<file path="config.mk">
export PLATFORM = sky130hd
export DESIGN_NAME = ps2_tx_flat
export DESIGN_NICKNAME = d
export VERILOG_FILES = /design/src/rtl/ps2_pkg.sv /design/src/rtl/ps2_tx_if.sv /design/src/rtl/ps2_filter.sv /design/src/rtl/ps2_tx.sv /design/src/flat_wrapper.sv
export SDC_FILE = /design/constraint.sdc
export NUM_CORES = 1
export LEC_CHECK = 0
export ABC_AREA = 1
export BUFFER_PORTS_ARGS = -buffer_cell sky130_fd_sc_hd__clkbuf_2
export CAP_MARGIN = 20
export CELL_PAD_IN_SITES_DETAIL_PLACEMENT = 1
export CELL_PAD_IN_SITES_GLOBAL_PLACEMENT = 1
export CORE_AREA = 5 5 80 82
export DETAILED_ROUTE_END_ITERATION = 7
export DIE_AREA = 0 0 85 87
export PLACE_DENSITY = 0.91
export SKIP_CTS_REPAIR_TIMING = 1
export SYNTH_ARGS = -nofsm -noshare
export SYNTH_HDL_FRONTEND = slang
export SYNTH_SLANG_ARGS = --single-unit
</file>
<file path="constraint.sdc">
create_clock -name clk -period 4.6 [get_ports clk]
set_clock_uncertainty 0.15 [all_clocks]
set_input_delay 0.92 -clock clk [delete_from_list [all_inputs] [get_ports clk]]
set_output_delay 0.92 -clock clk [all_outputs]
set_load 0.02 [all_outputs]
</file>
<file path="src/rtl/ps2_pkg.sv">
// Shared PS/2 definitions: FSM state encoding, filter length and parity helper.
// Used by the transmitter and the keyboard receiver.
package ps2_pkg;

   localparam int unsigned PS2_FILTER_LEN = 8;

   typedef enum logic [2:0] {
      StIdle,
      StRts,
      StStart,
      StData,
      StStop
   } ps2_state_e;

   function automatic logic odd_parity(input logic [7:0] data);
      return ~^data;
   endfunction

endpackage

</file>
<file path="src/rtl/ps2_tx_if.sv">
// Command-side bus of the PS/2 transmitter: start strobe, byte and status pulses.
interface ps2_tx_if;

   logic       wr_ps2;
   logic [7:0] din;
   logic       tx_idle;
   logic       tx_done_tick;
   logic       tx_err;

   modport master (
      output wr_ps2, din,
      input  tx_idle, tx_done_tick, tx_err
   );

   modport slave (
      input  wr_ps2, din,
      output tx_idle, tx_done_tick, tx_err
   );

endinterface

</file>
<file path="src/rtl/ps2_filter.sv">
// PS/2 line conditioner: 2-flop synchroniser, PS2_FILTER_LEN-sample debounce and
// a one-cycle tick on a filtered high-to-low transition.
module ps2_filter
   import ps2_pkg::*;
(
   input  logic clk,
   input  logic reset,
   input  logic line,
   output logic level,
   output logic fall_tick
);

   localparam int unsigned CntW = $clog2(PS2_FILTER_LEN);

   logic [1:0]      sync;
   logic [CntW-1:0] cnt;

   // Idle bus is high, so reset to 1 to avoid a spurious fall after reset.
   always_ff @(posedge clk) begin
      if (reset) begin
         sync      <= 2'b11;
         level     <= 1'b1;
         cnt       <= '0;
         fall_tick <= 1'b0;
      end else begin
         sync      <= {sync[0], line};
         fall_tick <= 1'b0;
         if (sync[1] != level) begin
            if (cnt == CntW'(PS2_FILTER_LEN - 1)) begin
               level     <= sync[1];
               cnt       <= '0;
               fall_tick <= level;
            end else begin
               cnt <= cnt + 1'b1;
            end
         end else begin
            cnt <= '0;
         end
      end
   end

endmodule

</file>
<file path="src/rtl/ps2_tx.sv">
// Host-to-device PS/2 transmitter. Define PS2_TX_TIMEOUT_EN to add a watchdog
// that aborts the frame when the device stops clocking.
module ps2_tx
   import ps2_pkg::*;
#(
   parameter int unsigned RTS_CYCLES     = 6000,
   parameter int unsigned TIMEOUT_CYCLES = 750000
) (
   input  logic     clk,
   input  logic     reset,
   ps2_tx_if.slave  bus,
   input  logic     ps2c,
   input  logic     ps2d,
   output logic     ps2c_oe,
   output logic     ps2d_oe
);

   localparam int unsigned RtsW = (RTS_CYCLES > 1) ? $clog2(RTS_CYCLES) : 1;

   ps2_state_e      state;
   logic [RtsW-1:0] rts_cnt;
   logic [3:0]      n;
   logic [8:0]      shreg;
   logic            idle_q;
   logic            done_q;
   logic            err_q;
   logic            c_fall;
   logic            d_level;
   logic            unused_c_level;
   logic            unused_d_fall;

   ps2_filter u_filt_c (
      .clk       (clk),
      .reset     (reset),
      .line      (ps2c),
      .level     (unused_c_level),
      .fall_tick (c_fall)
   );

   ps2_filter u_filt_d (
      .clk       (clk),
      .reset     (reset),
      .line      (ps2d),
      .level     (d_level),
      .fall_tick (unused_d_fall)
   );

`ifdef PS2_TX_TIMEOUT_EN
   localparam int unsigned WdW = $clog2(TIMEOUT_CYCLES + 1);
   logic [WdW-1:0] wd;
`else
   localparam int unsigned unused_timeout = TIMEOUT_CYCLES;
`endif

   always_ff @(posedge clk) begin
      if (reset) begin
         state   <= StIdle;
         rts_cnt <= '0;
         n       <= '0;
         shreg   <= '0;
         ps2c_oe <= 1'b0;
         ps2d_oe <= 1'b0;
         idle_q  <= 1'b1;
         done_q  <= 1'b0;
         err_q   <= 1'b0;
`ifdef PS2_TX_TIMEOUT_EN
         wd      <= '0;
`endif
      end else begin
         done_q <= 1'b0;
         err_q  <= 1'b0;
         unique case (state)
            StIdle: begin
               ps2c_oe <= 1'b0;
               ps2d_oe <= 1'b0;
               idle_q  <= 1'b1;
               if (bus.wr_ps2) begin
                  shreg   <= {odd_parity(bus.din), bus.din};
                  rts_cnt <= RtsW'(RTS_CYCLES - 1);
                  ps2c_oe <= 1'b1;
                  idle_q  <= 1'b0;
                  state   <= StRts;
               end
            end
            StRts: begin
               if (rts_cnt == '0) begin
                  ps2c_oe <= 1'b0;
                  ps2d_oe <= 1'b1;
                  state   <= StStart;
`ifdef PS2_TX_TIMEOUT_EN
                  wd      <= '0;
`endif
               end else begin
                  rts_cnt <= rts_cnt - 1'b1;
               end
            end
            StStart: begin
               if (c_fall) begin
                  n       <= 4'd8;
                  ps2d_oe <= ~shreg[0];
                  state   <= StData;
               end
            end
            StData: begin
               if (c_fall) begin
                  if (n == '0) begin
                     ps2d_oe <= 1'b0;
                     state   <= StStop;
                  end else begin
                     // Outputs are registered, so drive the bit that the shift exposes.
                     shreg   <= shreg >> 1;
                     ps2d_oe <= ~shreg[1];
                     n       <= n - 1'b1;
                  end
               end
            end
            StStop: begin
               if (c_fall) begin
                  idle_q <= 1'b1;
                  state  <= StIdle;
                  if (d_level) err_q  <= 1'b1;
                  else         done_q <= 1'b1;
               end
            end
            default: state <= StIdle;
         endcase
`ifdef PS2_TX_TIMEOUT_EN
         if (state == StStart || state == StData || state == StStop) begin
            if (c_fall) begin
               wd <= '0;
            end else if (wd == WdW'(TIMEOUT_CYCLES - 1)) begin
               wd      <= '0;
               ps2c_oe <= 1'b0;
               ps2d_oe <= 1'b0;
               idle_q  <= 1'b1;
               err_q   <= 1'b1;
               state   <= StIdle;
            end else begin
               wd <= wd + 1'b1;
            end
         end
`endif
      end
   end

   assign bus.tx_idle      = idle_q;
   assign bus.tx_done_tick = done_q;
   assign bus.tx_err       = err_q;

endmodule
</file>
<file path="src/flat_wrapper.sv">
// flat-port wrapper written by rule: the top's interface ports become plain ports
module ps2_tx_flat import ps2_pkg::*;
#(
   parameter int unsigned RTS_CYCLES     = 6000,
   parameter int unsigned TIMEOUT_CYCLES = 750000
)
  (clk, reset, ps2c, ps2d, ps2c_oe, ps2d_oe, bus_wr_ps2, bus_din, bus_tx_idle, bus_tx_done_tick, bus_tx_err);
  ps2_tx_if bus_i ();
  input  logic clk;
  input  logic reset;
  input  logic ps2c;
  input  logic ps2d;
  output logic ps2c_oe;
  output logic ps2d_oe;
  input wire logic [$bits(bus_i.wr_ps2)-1:0] bus_wr_ps2;
  input wire logic [$bits(bus_i.din)-1:0] bus_din;
  output wire logic [$bits(bus_i.tx_idle)-1:0] bus_tx_idle;
  output wire logic [$bits(bus_i.tx_done_tick)-1:0] bus_tx_done_tick;
  output wire logic [$bits(bus_i.tx_err)-1:0] bus_tx_err;
  assign bus_i.wr_ps2 = bus_wr_ps2;
  assign bus_i.din = bus_din;
  assign bus_tx_idle = bus_i.tx_idle;
  assign bus_tx_done_tick = bus_i.tx_done_tick;
  assign bus_tx_err = bus_i.tx_err;
  ps2_tx #(.RTS_CYCLES(RTS_CYCLES), .TIMEOUT_CYCLES(TIMEOUT_CYCLES)) u_core (.clk(clk), .reset(reset), .bus(bus_i), .ps2c(ps2c), .ps2d(ps2d), .ps2c_oe(ps2c_oe), .ps2d_oe(ps2d_oe));
endmodule
</file>
==> metrics.yaml, run 1 <==
status:
  status: "complete, no violations"
floorplan:
  ios: 18
  die_w_um: 85
  initial_utilization: 0.425
  core_um2: 5680
  dieArea_um2: 7400
  die_y_um: 87
  num_rows: 28
clock_tree:
  clock_latency_ns: 0.31
  clk_pin_slew_ns: 0.10
  htreeDepth: 2
  numCtsBuffers: 5
  cts.sinks: 47
  clockBufferDepth: 2
  cts_tree: "yes"
  cts_root_buf: "clkbuf_8"
worst_hold_path:
  min_path_cells: 1
  hp-class: "register to register"
power_and_ir_drop:
  p_leak_nw: 1.26
  p_seq_frac: 0.349
  ir_drop_mv: 0.303
  p_per_area_nw_per_um2: 640
  switching_share: 0.457
  internal-power_mw: 0.932
  combPwrFrac: 0.466
  p_switching_mw: 0.783
  p_clk_frac: 0.184
setup_path:
  end_kind: "register"
  critical_path_depth: 7
  cpPeakStageDelay_ns: 0.51
  cp.required_ns: 4.67
  cp_top_family: "simple AND/OR/NAND/NOR gates"
  crit_type: "register to register"
  path_buf_inv: 2
  arrival_ns: 2.20
  crit_chain: "inv_2 -> nor3_4 -> clkinv_1 -> nand2_1 -> nand2_1 -> nor2_1 -> nor2_1"
  cp-start-kind: "register"
  rr_worst_depth: 7
  cp_max_fo: 12
  crit_slowest_cell: "dfxtp_1"
timing:
  rsz0062_at_grt: "no"
  setup_violations: 0
  finalSetupTns_ns: 0
  period_share: 0.464
  period_minus_slack_ns: 2.13
  relSlewSlack: 0.617
  worst_pin_slew_ns: 0.575
  max_freq_mhz: 469
  drv_slew: 0
  finalHoldViolCount: 0
  worst_slack_ns: 2.47
global_routing:
  first_global_vias: 2552
  grt_use_met2: 0.338
  grt_pass1_wl_mm: 11.2
  grtUsageTotal: 0.184
  met3_usage: 0.0274
  grt_max_degree: 29
  grt-ovfl-total: 0
  top_usage_layer: "met2"
  antenna_found_initial: 0
  grt_use_met1: 0.213
placed_design:
  postPlaceCellArea_um2: 2560
  gp_congestion: 0.753
  dp_hpwl_mm: 4.44
  place_ws_ns: 2.22
  numPortBuffers: 17
routing:
  post_drt_wl_per_cell_um: 13.6
  drcViolationCount: 0
  antenna_left: 0
  vias: 2362
  dr.pass1.iters: 4
  drtIter0Drc: 92
  routed_via_density: 5.18
  routed_wl_mm: 6.20
layout:
  num-nets-final: 401
  postLayoutCellArea_um2: 2680
  layout-drive-gt1-share: 0.115
  area_growth_syn_to_layout_pct: 11.0
  antenna_cells: 0
  nFillCells: 789
synthesis:
  yosys_warnings: 0
  yosysSeqAreaShare: 0.390
  syn_area_per_cell_um2: 6.67
  synth_area_um2: 2410
  synthCells: 362
  synth_seq_cells: 47
  syn_nets: 383
  yosysUniqueCellTypes: 32
run:
  maxCapViolations: 0
-- cells in the mapped netlist (all sizes together) --
cell type | number | share of area
xor2 | 1 | 0.0036
ha | 8 | 0.041
a31oi | 1 | 0.0026
a21oi | 24 | 0.050
nand4 | 2 | 0.0052
xnor2 | 4 | 0.015
dfxtp | 47 | 0.39
inv | 43 | 0.067
clkinv | 1 | 0.0016
buf | 3 | 0.0088
and2 | 1 | 0.0026
nand3 | 26 | 0.056
nor4 | 1 | 0.0026
nor3b | 1 | 0.0031
nand3b | 2 | 0.0062
clkbuf | 4 | 0.0062
or2 | 5 | 0.013
nor3 | 6 | 0.019
o21ai | 19 | 0.044
nor2 | 49 | 0.079
o211ai | 1 | 0.0031
nand2 | 113 | 0.18
-- metrics by stage --
step                hold slack [ns]  total power, mW  cells   util
floorplan                     0.239             1.20    362      -
global placement              0.242             1.34    448  0.452
detailed placement            0.249             1.39    448  0.452
CTS                           0.272             1.73    456  0.472
global route                  0.285             1.88    456  0.472
finish                        0.267             1.71    456  0.472
-- power groups by stage --
stage / registers [mW] / clock network (mW) / logic [mW]
after floorplan: 0.592 / 0 / 0.609
after detailed placement: 0.605 / 0 / 0.787
final: 0.599 / 0.316 / 0.800
after global placement: 0.599 / 0 / 0.743
after global routing: 0.612 / 0.343 / 0.930
after CTS: 0.597 / 0.323 / 0.806
-- metal layers --
| metal | up-vias | share of wire |
|---|---|---|
| met2 | 49 | 0.52 |
| met3 | 9 | 0.041 |
| met5 | - | 0 |
| met1 | 1129 | 0.43 |
| met4 | 0 | 0.016 |
| li1 | 1175 | - |
-- worst reg2reg max path, stage by stage, from the launching register on --
cell	delay, ns
dfxtp_1	0.51
inv_2	0.11
nor3_4	0.44
clkinv_1	0.42
nand2_1	0.16
nand2_1	0.07
nor2_1	0.13
nor2_1	0.06
-- path summary, 6_finish.rpt --
path | slack, ns | end | startpoint
worst max-delay path | 2.47 | u_core.shreg[6] | u_core.state[1]
worst min-delay path | 0.27 | u_core.u_filt_d.sync[1] | u_core.u_filt_d.sync[0]
worst max register to register | 2.47 | u_core.shreg[6] | u_core.state[1]
worst min register to register | 0.27 | u_core.u_filt_d.sync[1] | u_core.u_filt_d.sync[0]
-- flip-flops by register name, summed over array words and instances, names as in the netlist, 2 cells and up --
signal                cells
u_core.rts_cnt           13
u_core.u_filt_c.cnt       3
u_core.n                  4
u_core.u_filt_d.cnt       3
u_core.u_filt_c.sync      2
u_core.state              3
u_core.u_filt_d.sync      2
u_core.shreg              9
-- kinds of logic (layout without fill, tap and decap cells) --
group,count (synthesis),after routing,synth area share
DFF,47,47,0.390
AOI/OAI and AO/OA,45,45,0.0995
adders and majority gates,8,8,0.0415
buffers and inverters,51,70,0.0834
and+or+nand+nor,206,206,0.368
xor gates and xnor gates,5,5,0.0181
-- cells in the final DEF (no fill, tap or decap), types with 5 or more instances in the layout --
master,Yosys,layout
inv_2,5,5
ha_1,8,8
a21oi_1,24,24
inv_1,38,38
clkbuf_2,0,17
nand2_1,110,110
clkbuf_8,0,5
o21ai_0,16,16
dfxtp_1,47,47
nand3_1,25,25
or2_2,5,5
nor2_1,48,48
-- area by class of cell --
cell class                 count  area, µm²  area share
multi-input combinational    264       1270       0.475
sequential                    47        941       0.351
inverter                      44        165      0.0616
tap                           75       93.8      0.0350
timing repair buffer          18       92.6      0.0345
clock buffer                   5       68.8      0.0257
clock inverter                 3       46.3      0.0173
(Power assumes the default switching activity.)
==> inputs of run 2 (changes only) <==
Settings changed: ABC_AREA 1 to 0, CORE_AREA 5 5 80 82 to 5 5 81 83, DIE_AREA 0 0 85 87 to 0 0 86 88, PLACE_DENSITY 0.91 to 0.83.
Clock period 4.6 ns to 1.7 ns, I/O delays scaled along.
==> run 2 against run 1 <==
Net effect:
- the flow now finishes with violations (negative setup slack)
- critical path type unchanged
- power is 96% higher
- worst setup slack worse by 2.6 ns
- first-iteration DRC count decreased by 6.5%
- sequential share of layout area shrank 5.8 points
- clock power increased to 3.2 times the previous value
- largest cell class unchanged
- critical path depth decreased by 3
- final cell count is 14% lower
- design area is 22% higher
- sequential cell count did not move
- global-route usage up 0.21 points
- register-to-register slack got worse by 2.6 ns
==> metrics.yaml, run 2 <==
setup_path:
  rr_startpoint: "u_core.rts_cnt[7]"
  crit_chain: "or3_4 -> or3_4 -> or4_1 -> a31oi_1"
  crit_slowest_cell: "or4_1"
  crit_end: "u_core.rts_cnt[10]"
  end_kind: "register"
  cp.required_ns: 1.78  # -2.89 ns
  crit_type: "register to register"
  cp-start-kind: "register"
  cpPeakStageDelay_ns: 0.41  # -0.10 ns
  cp_max_fo: 3  # -9
  r2r-end: "u_core.rts_cnt[10]"
  critical_path_depth: 4  # -3
  rr_worst_depth: 4  # -3
  critPathMostFrequentCell: "or3_4"
  path_buf_inv: 0  # -2
  worstSetupStartpoint: "u_core.rts_cnt[7]"
  cp_top_family: "simple AND/OR/NAND/NOR gates"
  r2r_setup_slack_ns: -0.17  # -2.64 ns
  arrival_ns: 1.95  # -0.25 ns
clock_tree:
  numCtsBuffers: 5  # unchanged
  clock_latency_ns: 0.31  # about the same
  cts_root_buf: "clkbuf_8"
  cts.sinks: 47  # unchanged
  htreeDepth: 2  # unchanged
  clk_pin_slew_ns: 0.10  # about the same
  clockBufferDepth: 2  # unchanged
  cts_tree: "yes"
layout:
  area_growth_syn_to_layout_pct: 44.3
  final_cells: 391  # -14%
  layout.cells.most_common: "buf_4"
  num-nets-final: 336  # -16%
  postLayoutCellArea_um2: 3270  # +22%
  top_register: "u_core.rts_cnt"
  nFillCells: 629  # -20%
  layout_common_cells: "buf_4 (52), dfxtp_1 (34), nor2_1 (19)"
  antenna_cells: 0  # unchanged
  largest_reg_flops: 13  # unchanged
  layout-drive-gt1-share: 0.465  # +0.350
  reg.largest.list: "u_core.rts_cnt (13), u_core.shreg (9), u_core.n (4)"
  finish.utilization: 0.565  # +0.0927
synthesis:
  synth_area_um2: 2260  # -6.3%
  yosysSeqAreaShare: 0.416  # +0.0261
  syn_nets: 264  # -31%
  synthArstFlopShare: 0  # unchanged
  yosys_warnings: 0  # unchanged
  synth_edf_count: 0  # unchanged
  yosys-top-cells-area: "dfxtp_1 (42%), mux2i_1 (5.3%), ha_1 (4.4%)"
  synthTopCellsByCount: "dfxtp_1 (47), nor2_1 (21), mux2i_1 (12), a211oi_1 (10), nor3_1 (9)"
  yosysTopAreaCell: "dfxtp_1"
  syn_area_per_cell_um2: 9.31  # +40%
  synthCells: 243  # -33%
  synth_ff_type: "dfxtp_1"
  yosys.area.top_type_share: 0.416  # +0.0261
  synth.most_common_cell: "dfxtp_1"
  yosysUniqueCellTypes: 52  # +63%
  synth_seq_cells: 47  # unchanged
run:
  maxCapViolations: 0  # unchanged
timing:
  worst_pin_slew_ns: 0.418  # -0.157 ns
  finalHoldViolCount: 0  # unchanged
  rsz0062_at_grt: "yes"
  drv_slew: 0  # unchanged
  relSlewSlack: 0.717  # +0.101
  worst_slack_ns: -0.170  # -2.64 ns
  period_minus_slack_ns: 1.87  # -0.262 ns
  period_share: 1.10  # +0.637
  holdWs_ns: 0.0600  # -0.208 ns
  max_freq_mhz: 535  # +14%
  setup_violations: 26  # +26
routing:
  routed_wl_mm: 7.84  # +26%
  antenna_left: 0  # unchanged
  post_drt_wl_per_cell_um: 20.1  # +47%
  drtIter0Drc: 86  # -6.5%
  vias: 2219  # -6.1%
  dr.pass1.iters: 4  # unchanged
  routed_via_density: 5.68  # +9.6%
  drcViolationCount: 0  # unchanged
floorplan:
  ios: 18  # unchanged
  initial_utilization: 0.392  # -0.0339
  num_rows: 28  # unchanged
  core_um2: 5780  # +1.9%
  dieArea_um2: 7570  # +2.3%
  die_y_um: 88  # +1.1%
  die_w_um: 86  # +1.2%
status:
  failed_checks: "negative setup slack"
  status: "finished, violations left"
placed_design:
  numPortBuffers: 17  # unchanged
  postPlaceCellArea_um2: 2820  # +9.9%
  dp_hpwl_mm: 4.89  # +10%
  dp_cells: 373  # -17%
  gp_congestion: 0.822  # +9.2%
  place_ws_ns: -0.293  # -2.51 ns
global_routing:
  grt-ovfl-total: 0  # unchanged
  grtUsageTotal: 0.186  # +0.00209
  grt_max_degree: 21  # -28%
  antenna_found_initial: 0  # unchanged
  grt_pass1_wl_mm: 11.2  # -0.18%
  first_global_vias: 2364  # -7.4%
power_and_ir_drop:
  p_leak_nw: 1.37  # +8.9%
  p_per_area_nw_per_um2: 1030  # +61%
  ir_drop_mv: 0.558  # +84%
worst_hold_path:
  min_path_cells: 2  # +1
  hp-class: "input pin to register"
run 2: stage by stage:
step / setup TNS, ns / total power [mW]
2_1_floorplan: -0.350 / 1.77
5_1_grt: -4.55 / 3.52
4_1_cts: -5.52 / 3.16
3_5_place_dp: -4.24 / 2.14
6_report: -2.53 / 3.37
3_3_place_gp: -2.13 / 2.09
run 2: worst min-delay path by stage:
stage,start,end,slack [ns]
after floorplan,u_core.u_filt_c.sync[0],u_core.u_filt_c.sync[1],0.24
after global placement,u_core.u_filt_d.sync[0],u_core.u_filt_d.sync[1],0.24
after detailed placement,u_core.u_filt_d.sync[0],u_core.u_filt_d.sync[1],0.26
after CTS,ps2d,u_core.u_filt_d.sync[0],0.06
after global routing,ps2d,u_core.u_filt_d.sync[0],0.04
final,ps2d,u_core.u_filt_d.sync[0],0.06
run 2: layout make-up:
| type | count | area [µm²] | share of cell area |
|---|---|---|---|
| clock buffers | 5 | 68.8 | 0.0211 |
| clock inverters | 3 | 71.3 | 0.0218 |
| inverters | 8 | 30.0 | 0.00920 |
| multi-input cells | 176 | 1440 | 0.441 |
| flip-flops and latches | 47 | 957 | 0.293 |
| well taps | 75 | 93.8 | 0.0287 |
| repair buffers | 77 | 606 | 0.185 |
run 2: routing by layer:
metal  track usage  vias up  part of all wire
met4        0.0777        0             0.031
met5             0        -                 0
met3        0.0329       20             0.021
li1              -     1050                 -
met1         0.199     1106              0.40
met2         0.357       43              0.55
run 2: kinds of logic after synthesis:
kind of cell    after synthesis  synth area share
fa+ha+maj                     8            0.0442
buf+inv                      20            0.0387
compound gates               56             0.177
xor+xnor                      9            0.0348
simple gates                 91             0.236
mux                          12            0.0531
flops                        47             0.416
run 2: power by group:
group | switching [mW] | internal [mW]
registers | 0.104 | 1.21
logic | 0.509 | 0.526
clock network | 0.417 | 0.597
total | 1.03 | 2.34
==> inputs of run 3 (changes only) <==
Settings changed: CORE_AREA 5 5 81 83 to 5 5 77 79, DIE_AREA 0 0 86 88 to 0 0 82 84, PLACE_DENSITY 0.83 to 0.87.
Clock period 1.7 ns to 2.2 ns, I/O delays scaled along.
==> run 3 against run 2 <==
Net effect:
- the run now ends clean
- global-route usage is 1.5 points lower
- register-to-register slack better by 0.28 ns
- clock power is 50% lower
- non-clock buffer count is 49 lower
- sequential power is 23% lower
- critical path depth stayed put
- sequential cell count stayed put
- utilization is 7.9 points lower
==> metrics.yaml, run 3 (same netlist as run 2, synthesis figures left out) <==
floorplan:
  core_um2: 5270  # -8.8%
  initial_utilization: 0.429  # +0.0379
  ios: 18  # unchanged
  num_rows: 27  # -3.6%
  dieArea_um2: 6890  # -9.0%
  die_y_um: 84  # -4.5%
  die_w_um: 82  # -4.7%
timing:
  period_share: 0.950  # -0.150
  finalHoldViolCount: 0  # unchanged
  period_minus_slack_ns: 2.09  # +0.220 ns
  drv_slew: 0  # unchanged
  worst_pin_slew_ns: 0.600  # +0.181 ns
  rsz0062_at_grt: "no"
  relSlewSlack: 0.598  # -0.119
  setup_violations: 0  # -100%
  max_freq_mhz: 478  # -11%
  finalSetupTns_ns: 0  # +2.53 ns
  holdWs_ns: 0.165  # +0.105 ns
layout:
  reg.largest.list: "u_core.rts_cnt (13), u_core.shreg (9), u_core.n (4)"
  top_register: "u_core.rts_cnt"
  layout.cells.most_common: "dfxtp_1"
  area_growth_syn_to_layout_pct: 13.2
  nFillCells: 654  # +4.0%
  num-nets-final: 287  # -15%
  largest_reg_flops: 13  # unchanged
  final_cells: 338  # -14%
  layout-drive-gt1-share: 0.195  # -0.270
  antenna_cells: 0  # unchanged
  layout_common_cells: "dfxtp_1 (47), nor2_1 (21), clkbuf_2 (17)"
setup_path:
  cp_max_fo: 6  # +3
  crit_type: "register to register"
  rr_startpoint: "u_core.rts_cnt[7]"
  end_kind: "register"
  arrival_ns: 2.14  # +0.19 ns
  crit_end: "u_core.state[0]"
  r2r-end: "u_core.state[0]"
  r2r_setup_slack_ns: 0.11  # +0.28 ns
  rr_worst_depth: 4  # unchanged
  cp.required_ns: 2.25  # +0.47 ns
  worstSetupStartpoint: "u_core.rts_cnt[7]"
  cp-start-kind: "register"
power_and_ir_drop:
  ir_drop_mv: 0.290  # -48%
  p_per_area_nw_per_um2: 782  # -24%
  p_leak_nw: 1.01  # -26%
clock_tree:
  cts_tree: "yes"
  clockBufferDepth: 2  # unchanged
  clk_pin_slew_ns: 0.09  # about the same
  cts.sinks: 47  # unchanged
  numCtsBuffers: 5  # unchanged
  clock_latency_ns: 0.30  # about the same
  htreeDepth: 2  # unchanged
  cts_root_buf: "clkbuf_8"
routing:
  drtIter0Drc: 76  # -12%
  antenna_left: 0  # unchanged
  vias: 1904  # -14%
  dr.pass1.iters: 4  # unchanged
  drcViolationCount: 0  # unchanged
  routed_via_density: 5.63  # -0.74%
  post_drt_wl_per_cell_um: 15.5  # -22%
  routed_wl_mm: 5.25  # -33%
global_routing:
  grt-ovfl-total: 0  # unchanged
  grtUsageTotal: 0.172  # -0.0145
  first_global_vias: 2056  # -13%
  grt_pass1_wl_mm: 9.43  # -16%
  antenna_found_initial: 0  # unchanged
  grt_max_degree: 18  # -14%
run:
  maxCapViolations: 0  # unchanged
placed_design:
  dp_cells: 331  # -11%
  numPortBuffers: 17  # unchanged
  gp_congestion: 0.815  # -0.77%
  dp_hpwl_mm: 3.85  # -21%
worst_hold_path:
  hp-class: "input pin to register"
status:
  status: "complete, no violations"
-- run 3: worst min-delay path by stage --
stage,end,cells after the start,from
after floorplan,u_core.u_filt_c.sync[1],1,u_core.u_filt_c.sync[0]
after global placement,u_core.u_filt_c.sync[1],1,u_core.u_filt_c.sync[0]
after detailed placement,u_core.u_filt_c.sync[1],1,u_core.u_filt_c.sync[0]
after CTS,u_core.u_filt_c.sync[0],2,ps2c
after global routing,u_core.u_filt_d.sync[0],2,ps2d
final,u_core.u_filt_c.sync[0],2,ps2c
-- run 3: report_power, final --
part           total, mW  internal (mW)  switching [mW]  leakage [nW]
Combinational      0.478          0.218           0.261         0.583
Sequential          1.02          0.930          0.0853         0.386
Clock              0.510          0.218           0.292        0.0440
-- run 3: stage by stage --
step	cell area, µm²	power [mW]	utilization	setup WS, ns
6_report	2560	2.00	0.486	0.109
5_1_grt	2560	2.13	0.486	0.0214
4_1_cts	2550	2.02	0.483	0.0387
3_5_place_dp	2460	1.50	0.467	0.0503
3_3_place_gp	2460	1.47	0.467	0.174
2_1_floorplan	2260	1.35	-	0.336
-- run 3: worst max-delay path, cell delays in order (launching register included) --
cell,delay (ns)
dfxtp_1,0.35
nor4_2,0.56
nand3_1,0.32
a211o_1,0.36
a32o_1,0.25
-- run 3: area by class of cell --
type | instances | area [µm²] | area share
multi-input cells | 176 | 1250 | 0.488
clock buffers | 5 | 68.8 | 0.0269
flip-flops and latches | 47 | 941 | 0.367
inverters | 8 | 30.0 | 0.0117
repair buffers | 28 | 168 | 0.0655
well taps | 72 | 90.1 | 0.0352
clock inverters | 2 | 13.8 | 0.00537
-- run 3: routing by layer --
metal	track usage	share of wire
met4	0.0574	0.018
met3	0.0389	0.023
met1	0.203	0.45
met5	0	0
met2	0.298	0.51
